**src/rtl/bcd_pkg.sv**
```systemverilog
// Shared types and digit helpers for the serial BCD adder controller.
package bcd_pkg;

  typedef enum logic [1:0] {
    IDLE = 2'd0,
    LOAD = 2'd1,
    ADD  = 2'd2,
    DONE = 2'd3
  } state_t;

  localparam logic [3:0] BCD_MAX = 4'd9;

  function automatic logic [3:0] nines_comp(input logic [3:0] digit);
    return BCD_MAX - digit;
  endfunction

  function automatic logic digit_valid(input logic [3:0] digit);
    return (digit <= BCD_MAX);
  endfunction

endpackage

```
**src/rtl/bcd_digit_add_ci.sv**
```systemverilog
// Combinational single-digit decimal adder with carry in/out.
module bcd_digit_add_ci
  import bcd_pkg::*;
(
  input  logic [3:0] a,
  input  logic [3:0] b,
  input  logic       cin,
  output logic [3:0] r,
  output logic       cout
);

  logic [4:0] s;

  assign s = {1'b0, a} + {1'b0, b} + {4'b0000, cin};

  always_comb begin
    r    = s[3:0];
    cout = 1'b0;
    if (s > {1'b0, BCD_MAX}) begin
      r    = 4'(s - 5'd10);
      cout = 1'b1;
    end
  end

endmodule

```
**src/rtl/bcd_serial_add_ctrl.sv**
```systemverilog
// Digit-serial BCD add sequencer, LSD first, one digit per clock.
// BCD_SUBTRACT_EN adds a `sub` input for nines'-complement subtraction.
module bcd_serial_add_ctrl
  import bcd_pkg::*;
#(
  parameter  int DIGITS = 4,
  localparam int CNT_W  = $clog2(DIGITS) + 1
) (
  input  logic                clk,
  input  logic                rst_n,
  input  logic                start,
`ifdef BCD_SUBTRACT_EN
  input  logic                sub,
`endif
  input  logic [4*DIGITS-1:0] a_bcd,
  input  logic [4*DIGITS-1:0] b_bcd,
  output logic                busy,
  output logic                done,
  output logic [4*DIGITS-1:0] sum_bcd,
  output logic                carry_out,
  output logic                err
);

  localparam logic [CNT_W-1:0] LAST_IDX = CNT_W'(DIGITS - 1);

  state_t              state_reg, state_next;
  logic [4*DIGITS-1:0] a_reg, b_reg, sum_reg;
  logic [CNT_W-1:0]    idx_reg;
  logic                carry_reg, carry_out_reg, err_reg;
`ifdef BCD_SUBTRACT_EN
  logic                sub_reg;
`endif

  logic [3:0]          a_dig, b_dig, b_eff, add_r;
  logic                add_cout;
  logic [2*DIGITS-1:0] digit_bad;

  // One flag per operand digit; any set flag aborts the operation with err.
  generate
    for (genvar gi = 0; gi < DIGITS; gi++) begin : g_chk
      assign digit_bad[2*gi]   = !digit_valid(a_reg[4*gi +: 4]);
      assign digit_bad[2*gi+1] = !digit_valid(b_reg[4*gi +: 4]);
    end
  endgenerate

  assign a_dig = a_reg[4*idx_reg +: 4];
  assign b_dig = b_reg[4*idx_reg +: 4];

`ifdef BCD_SUBTRACT_EN
  assign b_eff = sub_reg ? nines_comp(b_dig) : b_dig;
`else
  assign b_eff = b_dig;
`endif

  bcd_digit_add_ci u_digit_add (
    .a    (a_dig),
    .b    (b_eff),
    .cin  (carry_reg),
    .r    (add_r),
    .cout (add_cout)
  );

  always_ff @(posedge clk or negedge rst_n) begin
    if (!rst_n) state_reg <= IDLE;
    else        state_reg <= state_next;
  end

  always_comb begin
    state_next = state_reg;
    case (state_reg)
      IDLE:    if (start) state_next = LOAD;
      LOAD:    state_next = (|digit_bad) ? DONE : ADD;
      ADD:     if (idx_reg == LAST_IDX) state_next = DONE;
      DONE:    state_next = IDLE;
      default: state_next = IDLE;
    endcase
  end

  always_ff @(posedge clk or negedge rst_n) begin
    if (!rst_n) begin
      a_reg         <= '0;
      b_reg         <= '0;
      sum_reg       <= '0;
      idx_reg       <= '0;
      carry_reg     <= 1'b0;
      carry_out_reg <= 1'b0;
      err_reg       <= 1'b0;
`ifdef BCD_SUBTRACT_EN
      sub_reg       <= 1'b0;
`endif
    end else begin
      case (state_reg)
        IDLE: begin
          if (start) begin
            a_reg   <= a_bcd;
            b_reg   <= b_bcd;
            idx_reg <= '0;
`ifdef BCD_SUBTRACT_EN
            // Ten's complement of B = nines' complement plus an initial carry.
            sub_reg   <= sub;
            carry_reg <= sub;
`else
            carry_reg <= 1'b0;
`endif
          end
        end
        LOAD: begin
          if (|digit_bad) begin
            err_reg       <= 1'b1;
            sum_reg       <= '0;
            carry_out_reg <= 1'b0;
          end else begin
            err_reg <= 1'b0;
          end
        end
        ADD: begin
          sum_reg[4*idx_reg +: 4] <= add_r;
          carry_reg               <= add_cout;
          idx_reg                 <= idx_reg + CNT_W'(1);
          if (idx_reg == LAST_IDX) carry_out_reg <= add_cout;
        end
        default: ;
      endcase
    end
  end

  assign busy      = (state_reg != IDLE);
  assign done      = (state_reg == DONE);
  assign sum_bcd   = sum_reg;
  assign carry_out = carry_out_reg;
  assign err       = err_reg;

endmodule
```
**config.mk**
```make
export PLATFORM = sky130hd
export DESIGN_NAME = bcd_serial_add_ctrl
export DESIGN_NICKNAME = d
export VERILOG_FILES = /design/src/rtl/bcd_pkg.sv /design/src/rtl/bcd_digit_add_ci.sv /design/src/rtl/bcd_serial_add_ctrl.sv
export SDC_FILE = /design/constraint.sdc
export NUM_CORES = 1
export LEC_CHECK = 0
export ABC_CLOCK_PERIOD_IN_PS = 5400
export CORE_MARGIN = 8
export CORE_UTILIZATION = 25
export DETAILED_ROUTE_END_ITERATION = 10
export GPL_ROUTABILITY_DRIVEN = 0
export HOLD_SLACK_MARGIN = 0.03
export SYNTH_ARGS = -nofsm -noshare
export SYNTH_HDL_FRONTEND = slang
export SYNTH_SLANG_ARGS = --single-unit
export TNS_END_PERCENT = 10
```
**constraint.sdc**
```tcl
create_clock -name clk -period 5.4 [get_ports clk]
set_clock_uncertainty 0.1 [all_clocks]
set_input_delay 0.54 -clock clk [delete_from_list [all_inputs] [get_ports clk]]
set_output_delay 0.54 -clock clk [all_outputs]
set_load 0.05 [all_outputs]
```
### Word-level counts from Yosys, hierarchy flattened

Cells that the tools add are included.

* add/sub/neg operators: 5
* magnitude comparators: 9
* eq/ne operators: 7
* shifts and indexed selects: 4
* mux-type cells: 17
* reduce and logical (&&, ||, !) cells: 18

Operators with widths (count)
* $neg 5->34: 1
* $shift 4x34->16 const A: 1
* $shiftx 4x34->16: 1
* $le 4x4->1 const B: 8
* $pmux 16 s2: 1
* $shiftx 16x6->4: 2
* $bwmux 16: 1
* $mux 16: 1
* $logic_not 1->1: 8
* $pmux 2 s4: 1
* $reduce_and 2->1: 4
* $reduce_or 8->1: 1
* $mux 1: 6
* $ne 2x2->1 const B: 3
* $pmux 3 s2: 1
* $reduce_bool 2->1: 3
* $add 4x4->5: 1
* $add 5x1->5: 1
* $gt 5x4->1 const B: 1
* $eq 2x2->1 const B: 2
* $mux 2: 2
* $mux 4: 1
* $pmux 1 s2: 2
* $sub 4x4->4 const B: 1
* other kinds (6): 6

* register bits: 56
* bits of input ports: 35
* output and inout bits: 20
* word-level logic and storage cells: 68

### Logic depth before layout (Yosys ltp)

Gate-level depths: netlist of the first run.

* depth after elaboration: 8
* gate-level depth with buffers: 11
* depth with buffers taken out: 10

### Modules after synthesis

A second synthesis of the first run with hierarchy kept.

* cells, all modules: 314
* area total of the unflattened synthesis: 3398.3 um^2

Modules (own cells, without submodules)
* bcd_serial_add_ctrl: times used 1, cells an instance 292, area an instance 3186.8 um^2, seq. area each 1401.3 um^2
* bcd_digit_add_ci: times used 1, cells an instance 22, area an instance 211.5 um^2, seq. area each 0.0 um^2

### Worst setup path before layout of the first run

OpenSTA, ideal clock, no wires.

* path kind: reg-to-reg
* start: reg idx_reg[0]
* end: reg sum_reg[10] (netlist: sum_bcd[10])
* library setup time: 0.090 ns
* arrival time: 3.554 ns
* required time: 5.210 ns
* slack: 1.656 ns
* stages on the path, launching flop included: 12
* cells stage by stage: dfrtp_1 clkbuf_8 mux4_2 and2_1 fa_1 fa_1 xnor2_1 ha_1 and2b_1 o41ai_4 mux2_2 o221ai_1

* word-level cells in the longest chain between the ends: 8
* elaborated cells between the ends (all ways): 12
* classes of those cells: 4 x add/sub; 1 x order compare; 4 x shift; 3 x mux

Ends and longest elaborated chain
* from (decl): RTL line bcd_serial_add_ctrl.sv:28 `logic [CNT_W-1:0] idx_reg;`
* from (signal assigned): RTL line bcd_serial_add_ctrl.sv:119 `idx_reg <= idx_reg + CNT_W'(1);`
* $shiftx 16x6->4 (on tied branches): RTL line bcd_serial_add_ctrl.sv:46, bcd_serial_add_ctrl.sv:47
* $add 4x4->5: RTL line bcd_digit_add_ci.sv:14 `assign s = {1'b0, a} + {1'b0, b} + {4'b0000, cin};`
* $add 5x1->5: RTL line bcd_digit_add_ci.sv:14
* $sub 4x4->4 or $gt 5x4->1 (tied branches): RTL line bcd_digit_add_ci.sv:20, bcd_digit_add_ci.sv:19
* $mux 4: RTL line bcd_digit_add_ci.sv:19 `if (s > {1'b0, BCD_MAX}) begin`
* $shiftx 4x34->16: RTL line bcd_serial_add_ctrl.sv:117 `sum_reg[4*idx_reg +: 4] <= add_r;`
* $bwmux 16 (*): RTL line bcd_serial_add_ctrl.sv:117
* $pmux 16 s2 (*): RTL line bcd_serial_add_ctrl.sv:92 `case (state_reg)`
* to (signal, indexed assignment): RTL line bcd_serial_add_ctrl.sv:117
* to (decl): RTL line bcd_serial_add_ctrl.sv:27 `logic [4*DIGITS-1:0] a_reg, b_reg, sum_reg;`

Every way passes the cells marked *; elsewhere a longest branch is shown, timed or not.
A chain may end at the register's enable or synchronous reset.

### Worst setup path in the final report of the first run

* start: reg idx_reg[0]
* end: reg sum_reg[14] (netlist: sum_bcd[14])

The elaborated chain is that of the path after synthesis.

==> results of run 1 <==
-- per-layer routing --
layer | vias up | track usage | part of all wire | routed length [um]
met1 | 1027 | 0.110 | 0.44 | 3180
li1 | 1025 | - | - | -
met4 | 0 | 0.0229 | 0.0098 | 70
met3 | 8 | 0.0289 | 0.054 | 388
met2 | 47 | 0.165 | 0.49 | 3520
met5 | - | 0 | 0 | 0
-- kinds of logic after synthesis --
family / after synthesis / share of synthesized area
mux: 41 / 0.186
simple gates: 67 / 0.121
fa+ha+maj: 14 / 0.0640
xor+xnor: 2 / 0.00590
buf+inv: 21 / 0.0337
flops: 56 / 0.472
compound gates: 50 / 0.118
-- worst max-delay path by stage --
stage | endpoint | depth (start not counted) | start | slack (ns)
floorplan | sum_bcd[10]$_DFFE_PN0P_ | 11 | idx_reg[0]$_DFFE_PN0P_ | 1.66
global placement | sum_bcd[10]$_DFFE_PN0P_ | 10 | idx_reg[0]$_DFFE_PN0P_ | 1.35
detailed placement | sum_bcd[14]$_DFFE_PN0P_ | 10 | idx_reg[0]$_DFFE_PN0P_ | 1.25
CTS | sum_bcd[14]$_DFFE_PN0P_ | 10 | idx_reg[0]$_DFFE_PN0P_ | 1.19
global route | sum_bcd[10]$_DFFE_PN0P_ | 10 | idx_reg[0]$_DFFE_PN0P_ | 0.99
finish | sum_bcd[14]$_DFFE_PN0P_ | 10 | idx_reg[0]$_DFFE_PN0P_ | 1.21
-- layout by cell type, fill, tap and decap left out, types with 5 or more instances in the layout --
| cell | synthesis | layout |
|---|---|---|
| sky130_fd_sc_hd__dfrtp_1 | 56 | 56 |
| sky130_fd_sc_hd__o221ai_1 | 6 | 6 |
| sky130_fd_sc_hd__clkbuf_16 | 0 | 5 |
| sky130_fd_sc_hd__a21oi_1 | 9 | 9 |
| sky130_fd_sc_hd__and2_1 | 9 | 9 |
| sky130_fd_sc_hd__ha_1 | 12 | 12 |
| sky130_fd_sc_hd__clkdlybuf4s50_1 | 0 | 53 |
| sky130_fd_sc_hd__inv_1 | 11 | 11 |
| sky130_fd_sc_hd__mux4_2 | 8 | 8 |
| sky130_fd_sc_hd__mux2_2 | 33 | 33 |
| sky130_fd_sc_hd__and3_1 | 7 | 7 |
| sky130_fd_sc_hd__o21ai_0 | 21 | 21 |
| sky130_fd_sc_hd__nand2_1 | 24 | 24 |
-- stage by stage --
step	std cells	area, um2	hold slack (ns)	worst slack (ns)
6_report	452	3790	0.301	1.21
4_1_cts	452	3790	0.330	1.19
2_1_floorplan	251	2970	0.144	1.66
3_3_place_gp	444	3650	0.393	1.35
5_1_grt	452	3790	0.359	0.986
3_5_place_dp	444	3650	0.406	1.25
-- critical path, cell delays in order, from the launching register on --
cell and delay [ns]:
sky130_fd_sc_hd__dfrtp_1 0.75, sky130_fd_sc_hd__mux4_2 0.57, sky130_fd_sc_hd__and2_1 0.18, sky130_fd_sc_hd__fa_1 0.43, sky130_fd_sc_hd__fa_1 0.42, sky130_fd_sc_hd__xnor2_1 0.18
sky130_fd_sc_hd__ha_1 0.23, sky130_fd_sc_hd__and2b_1 0.19, sky130_fd_sc_hd__o41ai_4 0.41, sky130_fd_sc_hd__mux2_2 0.43, sky130_fd_sc_hd__o221ai_1 0.20
-- final cells by class --
class	count	area, um2	share of cell area
repair buffers	56	551	0.145
multi-input cells	174	1470	0.388
well taps	147	184	0.0485
clock inverters	3	21.3	0.00561
clock buffers	5	125	0.0330
inverters	11	41.3	0.0109
flip-flops and latches	56	1400	0.369
==> impl_summary.md, run 1 <==
Outcome
The run finished with clean final reports.

STA
The number of setup violations in the final report is 0. The final count of pins violating max slew came to 0. Setup repair after global routing left no endpoint under its margin. The worst pin sits at a relative slew slack of 0.390. The final setup TNS is 0 ns. The slew of the pin with the lowest slew margin is 0.915 ns. The upper clock frequency limit is around 0.24 GHz. The final number of hold-violating endpoints is 0. The period utilization is 0.775. Subtracting the final worst setup slack from the clock period gives 4.19 ns.

Worst setup path
The launch instance of the worst register-to-register path is idx_reg[0]$_DFFE_PN0P_. The required time reported for the critical path endpoint is 5.50 ns. The reg2reg setup slack is 1.21 ns.

By startpoint and endpoint, the worst setup path is classified as reg2reg. Of all nets on the critical path, the largest fanout is 14. The endpoint of the worst register-to-register path is sum_bcd[14]$_DFFE_PN0P_.

The depth of the most critical reg-to-reg path is 10. The worst path arrival time is between 4 and 5 ns. The nature of the critical path startpoint is a flip-flop. The type of destination of the critical path is a flip-flop.

Drt
The total vias in the final route is 2107. The total wirelength of the detailed-routed design is 7.16 mm. For this run, design rule violations remaining after detail routing come to 0. The detailed router finished its first iteration with 105 violations. The detail route stage leaves a number of antenna-violating nets equal to 0.

The detailed-routing iteration count for the pre-antenna-repair pass is 4. In the routed layout, each cell is associated on average with a via count of 4.66. The detail-routed net length per standard cell is roughly 16 um.

Synth
The proportion of netlist area held by the largest area contributor is 0.472. By instance count, the leading cell after synthesis is sky130_fd_sc_hd__dfrtp_1. Of the synthesized area, sequential elements account for 0.472. The average footprint of a synthesized cell is around 12 um2. Counting flops with a built-in enable in the synthesized netlist gives 0. The number of warnings issued by yosys is 0. The library cell occupying the most area in the post-synthesis netlist is sky130_fd_sc_hd__dfrtp_1. In this run the cell area of the synthesized design comes to 2970 um2. Counting distinct cell types in the post-synthesis netlist gives 42.

The post-synthesis instance total is 251. After synthesis, the most frequently instantiated cells are 56 x sky130_fd_sc_hd__dfrtp_1, 33 x sky130_fd_sc_hd__mux2_2, 24 x sky130_fd_sc_hd__nand2_1. Counting every net in the synthesized netlist gives 300. For this run, the leading register cell type out of synthesis is sky130_fd_sc_hd__dfrtp_1. Of all flip-flops after synthesis, the portion carrying an async set or reset was 1.00. In the post-synthesis netlist, the biggest area contributors are sky130_fd_sc_hd__dfrtp_1 47%, sky130_fd_sc_hd__mux2_2 13%, sky130_fd_sc_hd__mux4_2 6.1%, sky130_fd_sc_hd__ha_1 5.1%, sky130_fd_sc_hd__o21ai_0 3.5%. The number of flip-flops and latches in the synthesized netlist is 56.

Cells and area
The final layout contains 353 nets. 0 antenna diodes ended up in the layout. The fraction of final layout cells sized beyond drive strength 1 is 0.193. Compared with the post-synthesis result, the final layout area differs by 27.7%. After filler insertion, the fill cell instance count of the layout stands at about 1200. At the end of the flow the core is filled with cells to 0.321.

Die
The overall die width is roughly 130 um. The number of core rows is 40. The die covers 15600 um2. The core region is 11800 um2.

The starting density of the core is 0.252. The I/O pin total is 55. The floorplan step set the die height to 125 um.

Clock network
The clock tree buffer depth is 2. The root buffer cell chosen for the clock tree is sky130_fd_sc_hd__clkbuf_16. Clock tree synthesis inserted a total of 5 buffers. TritonCTS built the clock tree.

The number of buffers inserted by post-CTS setup repair is 0. The hold buffer count at CTS is 0. The maximum level of the CTS H-tree is 2. After clock tree synthesis, the clock-pin slew on the worst setup and hold paths is 0.07 ns. The post-cts repair resize count is 0. The TritonCTS sink count is 56. At the later pin of the worst-skew pair, clock insertion delay measures slightly below 0.3 ns.

Hold path
The classification of the worst-slack hold path is in2async.

Placement
Detailed placement finished with a half-perimeter wire length of 5.42 mm. The count of buffers added on input and output ports is 54.

Global routing
The wire length of the first global-routing pass is 12.0 mm. The via count of the first global-routing pass is 2361. The initial antenna violation count is 0. After global routing the overflow that remains totals 0.

Entering global routing, the biggest net connects 57 pins. The overall fraction of global-route tracks in use is 0.0943.

Job
The max-cap violation count is 0.
Power of run 1 is not shown: default switching activity piles up to over one toggle a cycle in this logic, so the estimate is an artifact.
==> run 2, diff against run 1 <==
- ABC_CLOCK_PERIOD_IN_PS: 5400 -> 3840
- clock period: 5.4 -> 3.84 ns (I/O delays scaled with it)
==> impl_summary.md, run 2 (synthesis gave the netlist of run 1 again) <==
Drt
The detailed router's first-iteration violation count is 176. In the final routed layout, each cell accounts on average for approximately 16 um. For this block, the via count after detailed routing is 2186.

The total wirelength of the detailed-routed design is 7.29 mm. The remaining routing DRC violations is 0. The first detailed-routing pass took 4 iterations. Once detail routing completed, the nets flagged for antenna violations numbered 0. The routed via count divided by cell count is ~4.8.

Clock network
The number of buffers created by CTS is 5. TritonCTS built the clock tree. Clock-pin slew was measured on the worst setup and hold paths at about 0.070 ns. The maximum level of the CTS H-tree is 2.

Counting along the longest clock path gives a buffer depth of 2. The tree is rooted in a sky130_fd_sc_hd__clkbuf_16. Clock tree synthesis found a total of 56 sinks. At the later pin of the worst-skew pair, clock insertion delay measures 0.29 ns.

Global routing
The via count of the first global-routing pass is approximately 2400. The initial antenna violation count is 0. The wire length of the first global-routing pass is 12.2 mm.

In the global route stage, overall resource usage came out at 0.0950. The maximum number of pins on one net before global-route repair is 33. After global routing the overflow that remains totals 0.

Cells and area
The filler cells instantiated in the layout total roughly 1200. In the final design database the tool counted 359 nets. Leaving out fill and tap cells, the most frequent cell in the layout is sky130_fd_sc_hd__dfrtp_1. The library cells used most frequently in the layout, excluding fill and tap cells, are 55 x sky130_fd_sc_hd__dfrtp_1, 53 x sky130_fd_sc_hd__clkdlybuf4s50_1, 33 x sky130_fd_sc_hd__mux2_2, 24 x sky130_fd_sc_hd__nand2_1, 21 x sky130_fd_sc_hd__o21ai_0. The number of antenna diodes in the final layout is 0. In the final layout, the share of cells above drive strength 1 is 0.209. The layout-stage area growth over the synthesis result is 30.9%.

STA
The final number of hold-violating endpoints is 0. In the finished design, the share of the clock period the worst path needs comes to 0.957. After layout, the worst setup slack is 0.166 ns. The number of setup violations in the final report is 0. The upper clock frequency limit is 0.272 GHz. In this run the tightest slew margin relative to its limit is 0.354. The final setup TNS is 0 ns.

Setup repair after global routing left no endpoint under its margin. The clock period could shrink to 3.67 ns. The final count of pins violating max slew is 0. For the pin with the worst max-slew slack, the measured transition is 0.970 ns.

Die
The I/O pin total is 55. Measured along the y axis, the die boundary spans about 130 um. The starting density of the core is 0.252. Measured along the x axis, the die boundary spans 125 um. The core region is 11800 um2. The area enclosed by the die boundary is 15600 um2. Row generation in the floorplan step produced 40 rows.

Worst setup path
The critical-path maximum fanout is 4. STA classifies the critical path startpoint as a flip-flop. For this run, the slowest stage of the critical path takes 0.49 ns. The dominant cell type by count on the critical path is sky130_fd_sc_hd__fa_1.

The type of destination of the critical path is a flip-flop. The number of buffers and inverters on the critical path is 0. The required time reported for the critical path endpoint is 3.95 ns.

The cell with the largest stage delay on the worst path is sky130_fd_sc_hd__mux4_2. The signal on the critical path passes through mux4_2 > and2_1 > fa_1 > fa_1 > xnor2_1 > ha_1 > and2b_1 > o41ai_4 > mux2_2 > o221ai_1. Data arrives at the worst endpoint at 3.78 ns. The critical path's top delay family is adder cells. By startpoint and endpoint, the worst setup path is classified as reg2reg.

Hold path
The classification of the worst-slack hold path is reg2reg.

Placement
The worst slack at placement is 0.131 ns. The quantity of I/O buffers inserted on ports is 54. The half-perimeter wire length after detailed placement is 5.57 mm.

Outcome
The flow ran to the end, and the final reports show no timing, DRC or antenna violations.

Job
Across the run, the number of max-cap violations was 0.
-- run 2: cell count changes in the layout (fill, tap and decap cells not counted), sizes merged --
| cell | previous run | this run |
|---|---|---|
| buf | 3 | 8 |
| clkinv | 1 | 0 |
| dlygate4sd3 | 0 | 1 |
| clkinvlp | 1 | 0 |
| bufinv | 0 | 2 |
-- run 2: worst paths after layout --
check                                       startpoint                  endpoint  slack [ns]  cells past startpoint
min in group asynchronous                        rst_n  state_reg[1]$_DFFE_PN0P_        0.54                      2
worst max-delay path            idx_reg[0]$_DFFE_PN0P_   sum_bcd[10]$_DFFE_PN0P_        0.17                     10
max in group asynchronous                        rst_n    idx_reg[0]$_DFFE_PN0P_        2.24                      3
worst max register to register  idx_reg[0]$_DFFE_PN0P_   sum_bcd[10]$_DFFE_PN0P_        0.17                     10
worst min register to register    b_reg[8]$_DFFE_PN0P_      b_reg[8]$_DFFE_PN0P_        0.41                      1
worst min-delay path              b_reg[8]$_DFFE_PN0P_      b_reg[8]$_DFFE_PN0P_        0.41                      1
-- run 2: final cells by class --
type                    count  area [um2]  area share
inverters                  11        41.3      0.0106
multi-input cells         174        1470       0.378
repair buffers             62         598       0.154
flip-flops and latches     56        1400       0.361
clock buffers               5         125      0.0322
clock inverters             3        68.8      0.0177
well taps                 147         184      0.0473
-- run 2: layer usage --
metal / part of all wire / track usage / up-vias
li1: - / - / 1036
met1: 0.46 / 0.115 / 1088
met2: 0.49 / 0.161 / 54
met3: 0.045 / 0.0255 / 8
met4: 0.014 / 0.0287 / 0
met5: 0 / 0 / -
-- run 2: through the flow --
step | std cells | util | hold slack (ns) | area, um2
floorplan | 251 | - | -0.0116 | 2970
global placement | 449 | 0.312 | 0.337 | 3680
detailed placement | 449 | 0.312 | 0.341 | 3680
CTS | 458 | 0.329 | 0.411 | 3890
global route | 458 | 0.329 | 0.433 | 3890
finish | 458 | 0.329 | 0.408 | 3890
-- run 2: repair_timing --
action                     in CTS  in global routing
hold buffers                    1                  0
setup endpoints to repair       0                  4
gates resized for setup         0                  1
setup buffers                   0                  0
hold endpoints to repair       14                  0
Power of run 2 is left out for the same reason.
==> run 3, diff against run 2 <==
- SETUP_SLACK_MARGIN: unset -> 0.4
==> impl_summary.md, run 3 (synthesis gave the netlist of run 1 again) <==
Outcome
The flow ran to the end, and the final reports show no timing, DRC or antenna violations.

STA
Headroom to the max-slew limit came out at 0.396. Setup repair after global routing could not meet its margin everywhere. The final number of hold-violating endpoints came to 0. At the pin with the least slew margin, the transition time is 0.905 ns. The number of setup violations in the final report is 0. Static timing analysis puts the maximum clock frequency at 0.290 GHz.

The final count of pins violating max slew came to 0. The period utilization is 0.899. Subtracting the final worst setup slack from the clock period gives 3.45 ns.

Summed over all failing endpoints, the final setup total negative slack is 0 ns.

Cells and area
The number of inserted diodes is 0. The layout-stage area growth over the synthesis result is 31.4%. In the final layout, the share of cells above drive strength 1 is 0.247. The most common cell after layout, fill and taps aside is sky130_fd_sc_hd__dfrtp_1. In the layout the commonest cells are 54 x sky130_fd_sc_hd__dfrtp_1, 53 x sky130_fd_sc_hd__clkdlybuf4s50_1, 32 x sky130_fd_sc_hd__mux2_2, 24 x sky130_fd_sc_hd__nand2_1, 19 x sky130_fd_sc_hd__o21ai_0.

For this run, the post-layout net count is 360.

Drt
The total vias in the final route is around 2200. The count of nets left with antenna violations once routing finished came out at 0. The detailed router's first-iteration violation count is 136. After detailed routing, the average wire length per cell comes to 15.4 um. The total wirelength of the detailed-routed design is 7.06 mm. For this run, the detailed router's first-pass iteration total came to 4. The remaining routing DRC violations is 0. After detailed routing, the number of vias per cell comes to 4.74.

Hold path
The tightest min-delay check is of the in2async type.

Global routing
The initial antenna violation count is 0. The via count of the first global-routing pass is between 2000 and 2500. The maximum number of pins on one net before global-route repair is 33. The overall overflow remaining after global route is 0. In the global route stage, overall resource usage came out at 0.0913. The wire length of the first global-routing pass is 11.7 mm.

Worst setup path
STA puts the critical path data required time at 3.96 ns. The critical path is of the reg2reg type. STA classifies the critical path endpoint as a flip-flop. In this design, the largest share of critical-path delay is due to adder cells. The longest individual stage delay on the worst path is 0.55 ns. In this design, the critical path's most frequently occurring cell is sky130_fd_sc_hd__fa_2. The cell with the largest stage delay on the worst path is sky130_fd_sc_hd__fa_2. In this run the worst path has a maximum fanout of 5. Together, buffers and inverters on the worst path number 1. The worst path arrival time is roughly 3.6 ns.

The signal on the critical path passes through mux4_2 > and2_1 > fa_2 > fa_2 > inv_2 > ha_4 > and2b_1 > o41ai_4 > mux2_4 > o221ai_2. The worst setup path is launched from a flip-flop.

Die
The die covers 15600 um2. The core region is 11800 um2. The die is 125 um tall. For this configuration, the core starts out at a cell density of 0.252. 55 I/O pins were placed.

The die is ~130 um wide. The number of core rows is 40.

Placement
Input and output buffers added on the ports amount to 54. After legalization and detailed placement, the total HPWL measured 5.46 mm.

Clock network
The clock tree from TritonCTS is done. After clock tree synthesis, the clock-pin slew on the worst setup and hold paths is 0.08 ns. The clock root buffer is sky130_fd_sc_hd__clkbuf_16. The TritonCTS sink count is 56. The H-tree was split into 2 levels.

The clock passes through at most 2 buffers. The number of buffers created by CTS is 5. The insertion delay to the later sink of the worst-skew pair is around 0.29 ns.

Job
The max-cap violation count is 0.
==> run 3: changes by cell type in the layout (fill, tap and decap cells not counted), sizes merged <==
cell and delta:
buf +2, bufinv -2, dlygate4sd3 -1, inv +1
clkinvlp +1
==> run 3: path summary, 6_finish.rpt <==
path | startpoint | end | slack [ns] | cells past startpoint
worst max-delay path | idx_reg[0]$_DFFE_PN0P_ | sum_bcd[14]$_DFFE_PN0P_ | 0.39 | 10
worst min-delay path | rst_n | sum_bcd[8]$_DFFE_PN0P_ | 0.02 | 1
worst max register to register | idx_reg[0]$_DFFE_PN0P_ | sum_bcd[14]$_DFFE_PN0P_ | 0.39 | 10
worst min register to register | a_reg[12]$_DFFE_PN0P_ | a_reg[12]$_DFFE_PN0P_ | 0.41 | 1
max in group asynchronous | rst_n | idx_reg[0]$_DFFE_PN0P_ | 2.78 | 2
min in group clk | a_reg[12]$_DFFE_PN0P_ | a_reg[12]$_DFFE_PN0P_ | 0.41 | 1
==> run 3: final cells by class <==
cell class / instances / area, um2
clock buffer: 5 / 125
sequential: 56 / 1400
clock inverter: 3 / 25.0
tap: 147 / 184
fill: 1192 / 7910
timing repair buffer: 63 / 603
multi-input combinational: 174 / 1520
inverter: 11 / 41.3
==> run 3: per-stage QoR <==
| step | std cells | setup slack [ns] | utilization | instance area, um2 | hold slack (ns) |
|---|---|---|---|---|---|
| floorplan | 251 | 0.270 | - | 3010 | -0.0116 |
| global placement | 447 | 0.351 | 0.314 | 3710 | 0.352 |
| detailed placement | 447 | 0.231 | 0.314 | 3710 | 0.366 |
| CTS | 459 | 0.316 | 0.330 | 3900 | 0.0491 |
| global route | 459 | 0.255 | 0.331 | 3900 | 0.0834 |
| finish | 459 | 0.387 | 0.331 | 3900 | 0.0190 |
==> run 3: routing by layer <==
metal,routed length (um),part of all wire,vias up,global-route usage
li1,-,-,1041,-
met1,3250,0.46,1076,0.116
met2,3380,0.48,54,0.152
met3,396,0.056,5,0.0268
met4,38,0.0054,0,0.0150
met5,0,0,-,0
==> run 3: what timing repair did <==
item,CTS,global route
buffers inserted,4,0
gates resized for setup,5,1
pin swaps,2,1
setup endpoints to repair,11,12
endpoints found under the hold margin,0,0
hold buffers,0,0
Power of run 3 is left out for the same reason.
